[src/rtl/spi_slave_frame.sv]
// Full-duplex SPI slave frame engine: parametrised word width and bit order,
// multi-word bursts per chip-select window, TX holding buffer and frame status pulses.
module spi_slave_frame #(
   parameter int DATA_W    = 32,
   parameter bit LSB_FIRST = 1'b0,
   parameter int WCNT_W    = 8
) (
   input  logic              sclk,
   input  logic              reset,
   input  logic              cs,
   input  logic              mosi,
   output logic              miso,
   input  logic [DATA_W-1:0] tx_data,
   input  logic              tx_valid,
   output logic              tx_ready,
   output logic [DATA_W-1:0] rx_data,
   output logic              rx_valid,
   output logic              done,
   output logic              abort,
   output logic              underrun,
   output logic [WCNT_W-1:0] word_cnt,
   output logic              busy
);

   localparam int BC_W = (DATA_W > 2) ? $clog2(DATA_W) : 1;
   localparam logic [BC_W-1:0] LAST_BIT = BC_W'(DATA_W - 1);

   logic [BC_W-1:0]   bit_cnt;
   logic [DATA_W-1:0] tx_shift;
   logic [DATA_W-1:0] rx_shift;
   logic [DATA_W-1:0] hold;
   logic              hold_full;
   logic              shift_loaded;
   logic              cs_q;

   logic [DATA_W-1:0] rx_next;
   logic [DATA_W-1:0] tx_next;
   logic [WCNT_W-1:0] wc_base;
   logic              accept;

   assign rx_next  = LSB_FIRST ? {mosi, rx_shift[DATA_W-1:1]} : {rx_shift[DATA_W-2:0], mosi};
   assign tx_next  = LSB_FIRST ? {1'b0, tx_shift[DATA_W-1:1]} : {tx_shift[DATA_W-2:0], 1'b0};
   // A frame start restarts the word count before the first completion is added.
   assign wc_base  = cs_q ? '0 : word_cnt;
   assign accept   = tx_valid && !hold_full;

   assign miso     = LSB_FIRST ? tx_shift[0] : tx_shift[DATA_W-1];
   assign tx_ready = !hold_full;
   assign busy     = !cs_q;

   always_ff @(posedge sclk) begin
      if (!reset) begin
         bit_cnt      <= '0;
         tx_shift     <= '0;
         rx_shift     <= '0;
         rx_data      <= '0;
         hold         <= '0;
         hold_full    <= 1'b0;
         shift_loaded <= 1'b0;
         rx_valid     <= 1'b0;
         done         <= 1'b0;
         abort        <= 1'b0;
         underrun     <= 1'b0;
         word_cnt     <= '0;
         cs_q         <= 1'b1;
      end else begin
         cs_q     <= cs;
         rx_valid <= 1'b0;
         done     <= 1'b0;
         abort    <= 1'b0;
         underrun <= 1'b0;
         // Accept only when empty, so it never collides with a reload that drains hold.
         if (accept) begin
            hold      <= tx_data;
            hold_full <= 1'b1;
         end
         if (!cs) begin
            rx_shift <= rx_next;
            underrun <= (bit_cnt == '0) && !shift_loaded;
            if (cs_q)
               word_cnt <= '0;
            if (bit_cnt == LAST_BIT) begin
               bit_cnt  <= '0;
               rx_data  <= rx_next;
               rx_valid <= 1'b1;
               word_cnt <= (wc_base == '1) ? wc_base : wc_base + 1'b1;
               if (hold_full) begin
                  tx_shift     <= hold;
                  hold_full    <= 1'b0;
                  shift_loaded <= 1'b1;
               end else begin
                  tx_shift     <= '0;
                  shift_loaded <= 1'b0;
               end
            end else begin
               bit_cnt  <= bit_cnt + 1'b1;
               tx_shift <= tx_next;
            end
         end else if (!cs_q && bit_cnt != '0) begin
            // cs rose mid-word: drop the partial word; any pending hold reloads on a later idle edge.
            abort        <= 1'b1;
            bit_cnt      <= '0;
            rx_shift     <= '0;
            tx_shift     <= '0;
            shift_loaded <= 1'b0;
         end else begin
            if (!cs_q && word_cnt != '0)
               done <= 1'b1;
            if (!shift_loaded && hold_full) begin
               tx_shift     <= hold;
               hold_full    <= 1'b0;
               shift_loaded <= 1'b1;
            end
         end
      end
   end

endmodule

[config.mk]
export PLATFORM = sky130hd
export DESIGN_NAME = spi_slave_frame
export DESIGN_NICKNAME = d
export VERILOG_FILES = /design/src/rtl/spi_slave_frame.sv
export SDC_FILE = /design/constraint.sdc
export NUM_CORES = 1
export LEC_CHECK = 0
export CORE_MARGIN = 2
export CORE_UTILIZATION = 35
export DETAILED_ROUTE_END_ITERATION = 10
export GPL_ROUTABILITY_DRIVEN = 0
export PLACE_DENSITY = 0.63
export SYNTH_ARGS = -nofsm -noshare
export SYNTH_HDL_FRONTEND = slang
export SYNTH_SLANG_ARGS = --single-unit
[constraint.sdc]
create_clock -name sclk -period 3.12 [get_ports sclk]
set_input_delay 0.312 -clock sclk [delete_from_list [all_inputs] [get_ports sclk]]
set_output_delay 0.312 -clock sclk [all_outputs]
set_load 0.05 [all_outputs]
==> run_results.csv <==
group,metric,value,unit
sta,relSlewSlack,24.2,%
logic_synthesis,synthAdderAreaFrac,0.712,%
sta,clock_skew,0.00544,ns
pwr,power.net_switching,0.000964,W
logic_synthesis,synth.area.mux_share,0.190,%
cells_and_area,drive_gt1_share,7.98,%
worst_setup_path,crit_path_top_delay_cell,"clkdlybuf4s50_1",
die,die_w,127,microns
clocking,clock_sinks,147,
pwr,max-vdd-ir-drop,0.426,mV
pwr,power.internal,0.00357,W
cells_and_area,fill_cells,1380,
worst_setup_path,critical-path-top-delay-family,"buffers and inverters",
worst_setup_path,critPathRequiredTime,2.81,ns
die,ios,84,
sta,max_freq,0.404,GHz
logic_synthesis,synthMostInstantiatedCell,"dfxtp_1",
logic_synthesis,synth_nets,616,
sta,final.setup.tns,0,ns
cells_and_area,area_growth,30.8,%
drt,drcViolationCount,0,
run_status,outcome,"finished clean",
sta,timing.final.hold_violations,0,
logic_synthesis,synth_simple_gate_area_share,16.5,%
die,initial_core_util,36.0,%
drt,drt_pass1_iterations,8,
clocking,clockBufferDepth,2,
worst_setup_path,arrival,2.16,ns
cells_and_area,multi_input_area,2090,sq um
sta,slew_violations,0,
worst_hold_path,holdCritPathClass,"in2reg",
logic_synthesis,synth_top_area_cell,"dfxtp_1",
logic_synthesis,ys_types,44,
drt,totalWireLength,12.0,mm
worst_setup_path,path_cells,"clkinv_1 -> clkdlybuf4s50_1",
logic_synthesis,synth_top_family_by_area,"compound AO/OA/AOI/OAI gates",
die,dieArea,16100,sq um
logic_synthesis,synth_top_area_share,55.8,%
placed_design,place_hpwl,7.37,mm
clocking,clkLatencyLatePin,0.42,ns
global_route,grt_pass1_vias,4154,
drt,drtIter0Drc,449,
die,rows,44,
logic_synthesis,syn-cell-area,5270,sq um
logic_synthesis,ys_seq_elements,147,
cells_and_area,regArea,2940,sq um
clocking,post-cts-setup-buffers,0,
cells_and_area,nets,679,
placed_design,port_buffers,83,
sta,tightest_slew,1.13,ns
sta,rsz0062_at_grt,"false",
worst_setup_path,worstReg2RegStart,"bit_cnt[0]",
drt,vias_per_cell,5.25,
pwr,switching_share,21.3,%
logic_synthesis,synth_edf_count,0,
die,fp.dieH,127,microns
worst_setup_path,worstRegToRegCells,7,
sta,finalCriticalPeriod,2.48,ns
clocking,cts_resized,0,
clocking,numCtsBuffers,17,
sta,finalCritPeriodShare,79.4,%
logic_synthesis,synth_compound_area_share,22.0,%
worst_setup_path,cp.depth,2,
drt,vias,4389,
flow_run,maxCapViolCount,0,
clocking,cts_tree,"yes",
clocking,clk_pin_slew,0.06,ns
global_route,overflow,0,
worst_setup_path,critPathMaxFanout,11,
worst_setup_path,critPathCaptureType,"primary output",
worst_setup_path,startpoint,"cs_q",
logic_synthesis,syn_avg_cell_area,9.15,sq um
drt,ant_nets,0,
worst_hold_path,min_from,"tx_data[12]",
logic_synthesis,ys_warn_count,0,
logic_synthesis,ys_seq_area_share,55.8,%
pwr,power_density,657,nW/um^2
global_route,grt_max_degree,104,
logic_synthesis,async_flop_share,0,%
logic_synthesis,netlist_instances,576,
pwr,power.clock.fraction,51.1,%
clocking,cts-root-buf,"clkbuf_16",
die,core,14600,sq um
sta,finalSetupViolCount,0,
worst_hold_path,hold_depth,3,
global_route,grt_antenna_before_repair,0,
clocking,cts_hold_buf,0,
pwr,pwr-share-comb,5.8,%
global_route,grt_pass1_wl,19.9,mm
pwr,power_frac_seq,43.0,%
pwr,p_leak,2.44,nW
logic_synthesis,ys_top_cells_by_count,"dfxtp_1, nand2_1, a21oi_1, nor2_1, a22o_1",
cells_and_area,final_core_util,47.1,%
logic_synthesis,synth-main-ff-cell,"dfxtp_1",
worst_setup_path,start_kind,"flip-flop",
clocking,cts_htree_levels,4,
worst_setup_path,crit_buf_inv,2,
cells_and_area,n_antenna_cell,0,
logic_synthesis,synth_xor_area_share,0,%
logic_synthesis,synth.area.top_cells,"dfxtp_1, nand2_1, a21oi_1",
drt,post_drt_wl_per_cell,14.4,microns
global_route,gr-usage-all-layers,15.2,%
worst_setup_path,crit_path_max_incr_delay,0.81,ns
worst_setup_path,criticalPathCategory,"reg2out",
-- sequential cells by signal (all words and copies together), names as in the netlist, 5 cells and up --
signal	cells
tx_shift	32
hold	32
bit_cnt	5
rx_shift	31
rx_data	32
word_cnt	8
-- logic make-up after synthesis --
kind of cell,count (synthesis)
and+or+nand+nor,208
adders and majority gates,3
muxes,1
buffers and inverters,57
DFF,147
AOI/OAI and AO/OA,160
-- area by class of cell --
| cell class | instances | share of cell area (%) |
|---|---|---|
| Clock buffer | 19 | 6.57 |
| Tap cell | 184 | 3.34 |
| Inverter | 9 | 0.508 |
| Sequential cell | 147 | 42.7 |
| Timing Repair Buffer | 92 | 13.2 |
| Multi-Input combinational cell | 372 | 30.3 |
| Clock inverter | 13 | 3.34 |
-- worst paths after layout --
path            endpoint  slack, ns
min             hold[12]       0.44
min reg2reg  rx_data[10]       0.45
max reg2reg  rx_data[15]       0.74
max                 busy       0.64
-- layout by cell type, fill, tap and decap left out, types with 3 or more instances in the layout --
cell type        count
nor2_1              38
bufinv_16            6
nor4_1               3
nand4b_1             4
ha_1                 3
buf_4                8
inv_1                7
nor2b_2              3
clkinv_2             3
clkdlybuf4s50_1     83
a21oi_1             71
nand2_1            137
clkinvlp_4           3
a31oi_1              3
a222oi_1            31
clkbuf_16           17
nand3_1              4
nor2b_1              3
nor3_1               7
dfxtp_1            147
o21ai_0              5
a22o_1              33
-- power by group through the flow --
| stage | registers, W | clock network [W] | logic [W] |
|---|---|---|---|
| 2_1_floorplan | 0.00198 | 0 | 0.000177 |
| 3_3_place_gp | 0.00199 | 0 | 0.000259 |
| 3_5_place_dp | 0.00199 | 0 | 0.000265 |
| 4_1_cts | 0.00195 | 0.00236 | 0.000266 |
| 5_1_grt | 0.00196 | 0.00243 | 0.000294 |
| 6_report | 0.00195 | 0.00232 | 0.000264 |
-- metal layers --
layer,global-route usage [%],up-vias,wire (microns)
li1,-,2173,-
met2,24.2,111,5600
met4,6.46,0,194
met3,4.56,15,644
met1,19.3,2090,5580
met5,0,-,0
-- metrics by stage --
stage	instance area [sq um]	hold slack, ns	setup slack [ns]	instances	power (W)
final	6890	0.443	0.644	836	0.00453
after global routing	6890	0.450	0.515	836	0.00468
after CTS	6890	0.426	0.621	836	0.00457
after detailed placement	6210	0.448	0.719	804	0.00226
after global placement	6210	0.444	0.778	804	0.00225
after floorplan	5270	0.432	0.998	576	0.00216
-- tightest hold or removal path, delay by kind of cell --
| family | cells | cell delay, ns |
|---|---|---|
| compound gates | 1 | 0.05 |
| simple gates | 1 | 0.05 |
| buf+inv | 1 | 0.39 |
Power figures use the tool's default switching activity.
